`src/rtl/gost89_cfb_decrypt_stream_pkg.sv`:
```
// Shared widths, FSM encoding and byte-count helpers for the GOST 28147-89 CFB receive path.
package gost89_pkg;

  localparam int BLK_W  = 64;
  localparam int KEY_W  = 256;
  localparam int SBOX_W = 512;

  typedef enum logic [1:0] {NOIV, READY, RUN, DONE} state_e;

  // Only a last block may be short; 0 or anything above 8 means a full block.
  function automatic logic [3:0] norm_nbytes(input logic [3:0] nbytes, input logic last);
    return (!last || nbytes == 4'd0 || nbytes > 4'd8) ? 4'd8 : nbytes;
  endfunction

  function automatic logic [BLK_W-1:0] byte_mask(input logic [3:0] nbytes);
    logic [BLK_W-1:0] m;
    m = '0;
    for (int i = 0; i < 8; i++)
      if (4'(i) < nbytes) m[8*i +: 8] = 8'hFF;
    return m;
  endfunction

endpackage

```
`src/rtl/gost89_cfb_decrypt_stream_if.sv`:
```
// IV load, ciphertext input and plaintext output handshakes of the CFB decryptor.
interface gost89_cfb_decrypt_stream_if;
  import gost89_pkg::*;

  logic [BLK_W-1:0] iv;
  logic             iv_load;
  logic             iv_ready;
  logic [BLK_W-1:0] in_data;
  logic [3:0]       in_nbytes;
  logic             in_last;
  logic             in_valid;
  logic             in_ready;
  logic [BLK_W-1:0] out_data;
  logic [3:0]       out_nbytes;
  logic             out_last;
  logic             out_valid;
  logic             out_ready;

  modport master (
    output iv, iv_load, in_data, in_nbytes, in_last, in_valid, out_ready,
    input  iv_ready, in_ready, out_data, out_nbytes, out_last, out_valid
  );

  modport slave (
    input  iv, iv_load, in_data, in_nbytes, in_last, in_valid, out_ready,
    output iv_ready, in_ready, out_data, out_nbytes, out_last, out_valid
  );

endinterface

```
`src/rtl/gost89_cfb_decrypt_stream_ecb.sv`:
```
// GOST 28147-89 ECB encryption core: one Feistel round per clock, 32 rounds per block.
module gost89_ecb_encrypt
  import gost89_pkg::*;
(
  input  logic              clk,
  input  logic              reset,
  input  logic              load_data_i,
  input  logic [BLK_W-1:0]  data_i,
  input  logic [KEY_W-1:0]  key_i,
  input  logic [SBOX_W-1:0] sbox_i,
  output logic [BLK_W-1:0]  data_o,
  output logic              busy_o
);

  logic [31:0] n1_q, n1_d, n2_q, n2_d;
  logic [4:0]  rnd_q, rnd_d;
  logic        busy_q, busy_d;
  logic [2:0]  kidx;
  logic [31:0] sum, sub, f;

  // Key words run K0..K7 three times, then K7..K0 for the final eight rounds.
  always_comb begin
    kidx = (rnd_q < 5'd24) ? rnd_q[2:0] : ~rnd_q[2:0];
    sum  = n1_q + key_i[{kidx, 5'd0} +: 32];
    sub  = '0;
    for (int j = 0; j < 8; j++)
      sub[4*j +: 4] = sbox_i[{3'(j), sum[4*j +: 4], 2'b00} +: 4];
    f = {sub[20:0], sub[31:21]};
  end

  // Load takes priority over reset so a reset+load pulse restarts the core cleanly.
  always_comb begin
    n1_d   = n1_q;
    n2_d   = n2_q;
    rnd_d  = rnd_q;
    busy_d = busy_q;
    if (load_data_i) begin
      n1_d   = data_i[31:0];
      n2_d   = data_i[63:32];
      rnd_d  = '0;
      busy_d = 1'b1;
    end else if (reset) begin
      n1_d   = '0;
      n2_d   = '0;
      rnd_d  = '0;
      busy_d = 1'b0;
    end else if (busy_q) begin
      n1_d   = n2_q ^ f;
      n2_d   = n1_q;
      rnd_d  = rnd_q + 5'd1;
      busy_d = (rnd_q != 5'd31);
    end
  end

  always_ff @(posedge clk) begin
    n1_q   <= n1_d;
    n2_q   <= n2_d;
    rnd_q  <= rnd_d;
    busy_q <= busy_d;
  end

  // Every round swaps halves, so the final no-swap round is undone by ordering here.
  assign data_o = {n1_q, n2_q};
  assign busy_o = busy_q;

endmodule

```
`src/rtl/gost89_cfb_decrypt_stream.sv`:
```
// CFB stream decryptor: gamma = E(previous ciphertext), one block of lookahead behind the output register.
module gost89_cfb_decrypt_stream
  import gost89_pkg::*;
#(
  parameter bit ZERO_PAD = 1'b1
) (
  input  logic                       clk,
  input  logic                       reset,
  input  logic [SBOX_W-1:0]          sbox,
  input  logic [KEY_W-1:0]           key,
  gost89_cfb_decrypt_stream_if.slave bus,
  output logic                       busy
);

  state_e           state_q, state_d;
  logic [BLK_W-1:0] gamma_q, cin_q, core_out, plain;
  logic [3:0]       nb_q;
  logic             last_q;
  logic [BLK_W-1:0] out_data_q;
  logic [3:0]       out_nbytes_q;
  logic             out_last_q, out_valid_q;
  logic             core_busy, iv_rdy, iv_acc, in_rdy, start;
  logic             out_free, res_rdy, load_out;

  gost89_ecb_encrypt u_ecb (
    .clk         (clk),
    .reset       (reset | start),
    .load_data_i (start),
    .data_i      (gamma_q),
    .key_i       (key),
    .sbox_i      (sbox),
    .data_o      (core_out),
    .busy_o      (core_busy)
  );

  always_ff @(posedge clk) begin
    if (reset) state_q <= NOIV;
    else       state_q <= state_d;
  end

  always_comb begin
    state_d = state_q;
    case (state_q)
      NOIV:  if (iv_acc) state_d = READY;
      READY: if (start) state_d = RUN;
      RUN:   if (!core_busy) state_d = out_free ? (last_q ? NOIV : READY) : DONE;
      DONE:  if (out_free) state_d = last_q ? NOIV : READY;
      default: state_d = NOIV;
    endcase
  end

  // An accepted iv_load in READY blocks the input handshake for that cycle.
  always_comb begin
    iv_rdy   = (state_q == NOIV || state_q == READY) && !out_valid_q;
    iv_acc   = bus.iv_load && iv_rdy;
    in_rdy   = (state_q == READY) && !iv_acc;
    start    = bus.in_valid && in_rdy && !reset;
    out_free = !out_valid_q || bus.out_ready;
    res_rdy  = (state_q == RUN && !core_busy) || state_q == DONE;
    load_out = res_rdy && out_free;
    busy     = (state_q == RUN) || (state_q == DONE);
  end

  // Ciphertext becomes the next gamma even for a short last block; it is simply never used.
  always_ff @(posedge clk) begin
    if (reset) begin
      gamma_q <= '0;
      cin_q   <= '0;
      nb_q    <= '0;
      last_q  <= 1'b0;
    end else if (iv_acc) begin
      gamma_q <= bus.iv;
    end else if (start) begin
      gamma_q <= bus.in_data;
      cin_q   <= bus.in_data;
      nb_q    <= norm_nbytes(bus.in_nbytes, bus.in_last);
      last_q  <= bus.in_last;
    end
  end

  assign plain = ZERO_PAD ? ((core_out ^ cin_q) & byte_mask(nb_q)) : (core_out ^ cin_q);

  always_ff @(posedge clk) begin
    if (reset) begin
      out_data_q   <= '0;
      out_nbytes_q <= '0;
      out_last_q   <= 1'b0;
      out_valid_q  <= 1'b0;
    end else if (load_out) begin
      out_data_q   <= plain;
      out_nbytes_q <= nb_q;
      out_last_q   <= last_q;
      out_valid_q  <= 1'b1;
    end else if (bus.out_ready) begin
      out_valid_q  <= 1'b0;
    end
  end

  assign bus.iv_ready   = iv_rdy;
  assign bus.in_ready   = in_rdy;
  assign bus.out_data   = out_data_q;
  assign bus.out_nbytes = out_nbytes_q;
  assign bus.out_last   = out_last_q;
  assign bus.out_valid  = out_valid_q;

endmodule

```
`src/flat_wrapper.sv`:
```
// flat-port wrapper written by rule: the top's interface ports become plain ports
module gost89_cfb_decrypt_stream_flat import gost89_pkg::*;
#(
  parameter bit ZERO_PAD = 1'b1
)
  (clk, reset, sbox, key, busy, bus_iv, bus_iv_load, bus_in_data, bus_in_nbytes, bus_in_last, bus_in_valid, bus_out_ready, bus_iv_ready, bus_in_ready, bus_out_data, bus_out_nbytes, bus_out_last, bus_out_valid);
  gost89_cfb_decrypt_stream_if bus_i ();
  input  logic clk;
  input  logic reset;
  input  logic [SBOX_W-1:0] sbox;
  input  logic [KEY_W-1:0] key;
  output logic busy;
  input wire logic [$bits(bus_i.iv)-1:0] bus_iv;
  input wire logic [$bits(bus_i.iv_load)-1:0] bus_iv_load;
  input wire logic [$bits(bus_i.in_data)-1:0] bus_in_data;
  input wire logic [$bits(bus_i.in_nbytes)-1:0] bus_in_nbytes;
  input wire logic [$bits(bus_i.in_last)-1:0] bus_in_last;
  input wire logic [$bits(bus_i.in_valid)-1:0] bus_in_valid;
  input wire logic [$bits(bus_i.out_ready)-1:0] bus_out_ready;
  output wire logic [$bits(bus_i.iv_ready)-1:0] bus_iv_ready;
  output wire logic [$bits(bus_i.in_ready)-1:0] bus_in_ready;
  output wire logic [$bits(bus_i.out_data)-1:0] bus_out_data;
  output wire logic [$bits(bus_i.out_nbytes)-1:0] bus_out_nbytes;
  output wire logic [$bits(bus_i.out_last)-1:0] bus_out_last;
  output wire logic [$bits(bus_i.out_valid)-1:0] bus_out_valid;
  assign bus_i.iv = bus_iv;
  assign bus_i.iv_load = bus_iv_load;
  assign bus_i.in_data = bus_in_data;
  assign bus_i.in_nbytes = bus_in_nbytes;
  assign bus_i.in_last = bus_in_last;
  assign bus_i.in_valid = bus_in_valid;
  assign bus_i.out_ready = bus_out_ready;
  assign bus_iv_ready = bus_i.iv_ready;
  assign bus_in_ready = bus_i.in_ready;
  assign bus_out_data = bus_i.out_data;
  assign bus_out_nbytes = bus_i.out_nbytes;
  assign bus_out_last = bus_i.out_last;
  assign bus_out_valid = bus_i.out_valid;
  gost89_cfb_decrypt_stream #(.ZERO_PAD(ZERO_PAD)) u_core (.clk(clk), .reset(reset), .sbox(sbox), .key(key), .bus(bus_i), .busy(busy));
endmodule
```
`config.mk`:
```
export PLATFORM = sky130hd
export DESIGN_NAME = gost89_cfb_decrypt_stream_flat
export DESIGN_NICKNAME = d
export VERILOG_FILES = /design/src/rtl/gost89_cfb_decrypt_stream_pkg.sv /design/src/rtl/gost89_cfb_decrypt_stream_if.sv /design/src/rtl/gost89_cfb_decrypt_stream_ecb.sv /design/src/rtl/gost89_cfb_decrypt_stream.sv /design/src/flat_wrapper.sv
export SDC_FILE = /design/constraint.sdc
export NUM_CORES = 1
export LEC_CHECK = 0
export ABC_CLOCK_PERIOD_IN_PS = 14600
export CAP_MARGIN = 20
export CORE_AREA = 3 3 376 378
export DETAILED_ROUTE_END_ITERATION = 7
export DIE_AREA = 0 0 379 381
export PLACE_DENSITY_LB_ADDON = 0.1
export SYNTH_ARGS = -nofsm -noshare
export SYNTH_HDL_FRONTEND = slang
export SYNTH_SLANG_ARGS = --single-unit
```
`constraint.sdc`:
```
create_clock -name clk -period 14.6 [get_ports clk]
set_input_delay 4.38 -clock clk [delete_from_list [all_inputs] [get_ports clk]]
set_output_delay 4.38 -clock clk [all_outputs]
set_load 0.03 [all_outputs]
```
### Word level (Yosys, flattened, before mapping)

Index checks and enable logic that the tools add are counted.

* word-level logic and storage cells: 103
* output and inout bits: 73
* bits in registers: 275
* input port bits: 906

* add/subtract/negate cells: 2
* magnitude comparators: 10
* reductions and logical operators: 26
* equal/unequal tests: 8
* bitwise logic cells: 6
* multiplexer cells: 29
* shift operators: 9

Operators with widths (count)
* variable part select 512 x 10 -> 4 bit: 4
* variable part select 512 x 9 -> 4 bit: 2
* variable part select 512 x 7 -> 4 bit: 1
* variable part select 512 x 8 -> 4 bit: 1
* variable part select 256 x 9 -> 32 bit: 1
* 2-to-1 mux 32 bit: 6
* 2-to-1 mux 64 bit: 2
* AND 64 bit: 1
* 2-to-1 mux 8 bit: 8
* bitwise XOR 64 bit: 1
* adder 32 bit: 1
* bitwise XOR 32 bit: 1
* less-than comparator 3 x 4 -> 1 bit (first input constant): 4
* 2-to-1 mux 2 bit: 5
* less-than comparator 1 x 4 -> 1 bit (first input constant): 2
* less-than comparator 2 x 4 -> 1 bit (first input constant): 2
* case mux 2 bit (4 select lines): 1
* logical AND 1 bit: 7
* logical OR 1 bit: 6
* inequality test 2 x 1 -> 1 bit (second input constant): 3
* adder 5 x 1 -> 5 bit (second input constant): 1
* zero test 1 bit: 5
* less-than comparator 5 bit (second input constant): 1
* 2-to-1 mux 1 bit: 5
* other kinds (17): 19

### Logic depth before layout (Yosys ltp)

* depth after elaboration: 11
* depth in mapped cells: 21
* mapped depth without buffers: 16

### Modules after synthesis

From an unflattened synthesis, not the netlist that was laid out.

* cell total of the unflattened synthesis: 1845
* area total of the unflattened synthesis: 19620.1 um^2

By module, submodules not included
* gost89_ecb_encrypt: instances 1, cells an instance 1084, sequential area each 2042.0 um^2, area each 11866.4 um^2
* gost89_cfb_decrypt_stream: instances 1, cells an instance 761, sequential area each 4103.9 um^2, area each 7753.7 um^2

### Worst setup path after synthesis

OpenSTA, ideal clock, no wires.

* kind: input port to output port
* start point: in bus_iv_load
* end point: out bus_in_ready
* buffers on the path: 1
* setup slack: 4721 ps
* data required time: 10220 ps
* stages: 3
* arrival time: 5499 ps
* path through: and2_1 > clkbuf_1 > nor3b_1

* cells in the longest elaborated chain, start to end: 3

Ends and longest elaborated chain
* start, declared: RTL line flat_wrapper.sv:14 `input wire logic [$bits(bus_i.iv_load)-1:0] bus_iv_load;`
* logical AND 1 bit: RTL line gost89_cfb_decrypt_stream.sv:55 `iv_acc = bus.iv_load && iv_rdy;`
* zero test 1 bit: RTL line gost89_cfb_decrypt_stream.sv:56 `in_rdy = (state_q == READY) && !iv_acc;`
* logical AND 1 bit: RTL line gost89_cfb_decrypt_stream.sv:56
* end, declared: RTL line flat_wrapper.sv:21 `output wire logic [$bits(bus_i.in_ready)-1:0] bus_in_ready;`

No other way between the ends.

### Worst setup path after layout

Ends and elaborated chain as after synthesis.

==> out/results.tsv <==
metric	value	unit
Post-Layout Cell Count	5043	
count of different cell masters after synthesis	77	
post-synthesis cell count	2362	
final setup fails	0	
worst-skew pair later-pin latency	570	ps
Post-CTS Hold Buffers	0	
initial antenna violation count	40	
Max Cap Viol	0	
Nets	4152	
Hold Path Cell Cnt	2	
synth top area cells	dfxtp_1 20%, mux4_2 16%, edfxtp_1 8.9%	
CTS root buf	clkbuf_16	
CP Capture Type	primary output	
area leader, netlist	dfxtp_1	
RSZ-0062 raised after global routing	false	
Hold WC Path Type	reg2reg	
peak supply drop	0.137	mV
number of synthesized register bits	275	
row count	136	
gr busiest metal	met2	
# clock sinks	275	
die footprint	144000	µm²
gp weighted congestion	0.822	
# port buffers	978	
Final Hold Viols	0	
slew margin rel.	23.8	%
fin crit share	76.4	%
grt met1 use	24.7	%
asr flop ratio synth	0	%
Yosys warnings	0	
routed len/inst	28.2	µm
vias in the first global route	23800	
WS Path Type	in2out	
Area Growth Syn to Fin	60.5	%
post-CTS sizing	0	
Routed Antenna Nets	0	
outcome	completed	
Max FO, Critical Path	3	
starting density of the core	15.6	%
Worst EP arrival	6770	ps
Most used DFF post-synth	dfxtp_1	
leak pwr	12.1	nW
first-pass GRT wire length	194000	µm
Fmax achieved	89.7	MHz
Total Routing Usage GR	18.9	%
die height	381	µm
Max Root-Sink Buffers	3	
Yosys top cell area share	19.7	%
EDFF count, synth	64	
dpl cells	4965	
grt met3 use	3.72	%
Max Slew Vio Count	0	
H-Tree Depth	2	
register area share after synthesis	28.6	%
WHS	452	ps
DR iter-0 viols	1517	
Core Region	138000	µm²
gr ovfl total	0	
setup tns final	0	ps
share of cells above drive strength 1	10.8	%
cells on worst reg2reg path	17	
die width	379	µm
PD cells	189	nW/µm²
I/O Pins	979	
Residual DRC	0	
worst slack, placed	3390	ps
Reg clk slew, reported paths	60	ps
TritonCTS Buffers	38	
Setup Buffers After CTS	0	
post-DP HPWL	115000	µm
Setup WS post-layout	3450	ps
synthesized area	21500	µm²
min cycle time layout	11150	ps
Critical Path Start Type	input pin	
Syn Nets	3303	
via count	23000	
met2 usage	33.2	%
Worst Path Required	10220	ps
slew of the pin with the lowest slew margin	1140	ps
Synth Area per Inst	9.10	µm²
drt first pass iters	5	
CTS tree	done	
Routed WL	142000	µm
DR vias/cell	4.56	
skew final	41.6	ps
largest net degree at the start of global routing	113	
[final cells by class]
| cell class | count | area, µm² |
|---|---|---|
| fill | 14800 | 103000 |
| antenna | 11 | 27.5 |
| timing repair buffer | 1022 | 10100 |
| multi-input combinational | 1803 | 14400 |
| tap | 1794 | 2240 |
| clock buffer | 58 | 1100 |
| sequential | 275 | 6150 |
| clock inverter | 9 | 145 |
| inverter | 71 | 267 |
[cells in the final DEF (no fill, tap or decap), drive strengths merged, types with 36 or more instances in the layout]
cell type,n
clkdlybuf4s50,977
nand2,379
dfxtp,211
a21oi,183
mux4,152
nor2,136
mux2i,113
a311oi,82
inv,73
xnor2,67
edfxtp,64
a221oi,63
a2111oi,62
clkbuf,58
mux2,56
nor3,51
a31oi,49
xor2,48
buf,45
nand3,36
[final timing paths]
path	from	endpoint	slack, ps
min	u_core.bus.out_data[57]	u_core.bus.out_data[57]	450
max	bus_iv_load	bus_in_ready	3450
min reg2reg	u_core.bus.out_data[57]	u_core.bus.out_data[57]	450
max reg2reg	u_core.u_ecb.rnd_q[4]	u_core.u_ecb.n1_q[6]	6530
[worst max-delay path, stage by stage]
cell and delay (ps):
clkdlybuf4s50_1 460, and2_2 230, nor3b_1 850, clkdlybuf4s50_1 840
[cell usage after synthesis (all sizes together) (3+ instances only)]
cell / instances
nor2b: 6
and3: 10
o221ai: 4
o21ai: 31
a2111oi: 62
nor2: 136
nand4: 12
clkbuf: 175
nand3: 36
nand2: 379
a221oi: 63
o32a: 4
edfxtp: 64
mux2: 56
nand2b: 7
inv: 71
a211oi: 34
xnor2: 67
o21bai: 6
mux4: 152
ha: 34
a31oi: 49
and2: 6
a311oi: 82
nor3: 51
a32oi: 5
o211ai: 14
nor4: 6
a221o: 4
o22ai: 31
mux2i: 113
a21oi: 183
or3: 7
a22o: 3
a21o: 19
buf: 38
o31ai: 4
nor3b: 6
a22oi: 33
o21a: 12
o2111ai: 4
xor2: 48
dfxtp: 211
[sequential cells by signal (all words and copies together), names as in the netlist]
signal and cells:
u_core.bus.out_valid 1, u_core.bus.out_nbytes 4, u_core.bus.out_data 64, u_core.last_q 1, u_core.u_ecb.n2_q 32, u_core.u_ecb.busy_o 1
u_core.u_ecb.rnd_q 5, u_core.u_ecb.n1_q 32, u_core.cin_q 64, u_core.gamma_q 64, u_core.bus.out_last 1, u_core.state_q 2
u_core.nb_q 4
[where the power goes]
group | switching (mW) | leakage (nW) | internal [mW]
clock | 0.387 | 0.602 | 0.559
sequential | 0.210 | 2.38 | 0.910
combinational | 2.53 | 9.11 | 1.91
[per-layer routing]
| metal | share of wire, % | vias to the layer above |
|---|---|---|
| met3 | 5.4 | 84 |
| met5 | 0.049 | - |
| met1 | 44 | 11400 |
| li1 | - | 10800 |
| met2 | 50 | 684 |
| met4 | 0.83 | 12 |
[per-stage QoR]
stage / power, mW / utilization [%] / area, µm²
floorplan: 3.92 / - / 21500
global placement: 5.74 / 24.1 / 33200
detailed placement: 5.73 / 24.1 / 33200
CTS: 6.72 / 25.0 / 34500
global route: 6.99 / 25.0 / 34500
finish: 6.50 / 25.0 / 34500
[kinds of logic after synthesis]
family	share of synthesized area, %
fa+ha+maj	2.07
mux	24.1
xor+xnor	4.88
compound gates	21.9
simple gates	13.1
flops	28.6
buf+inv	5.36
No activity file was read; power rests on OpenSTA's default activity.
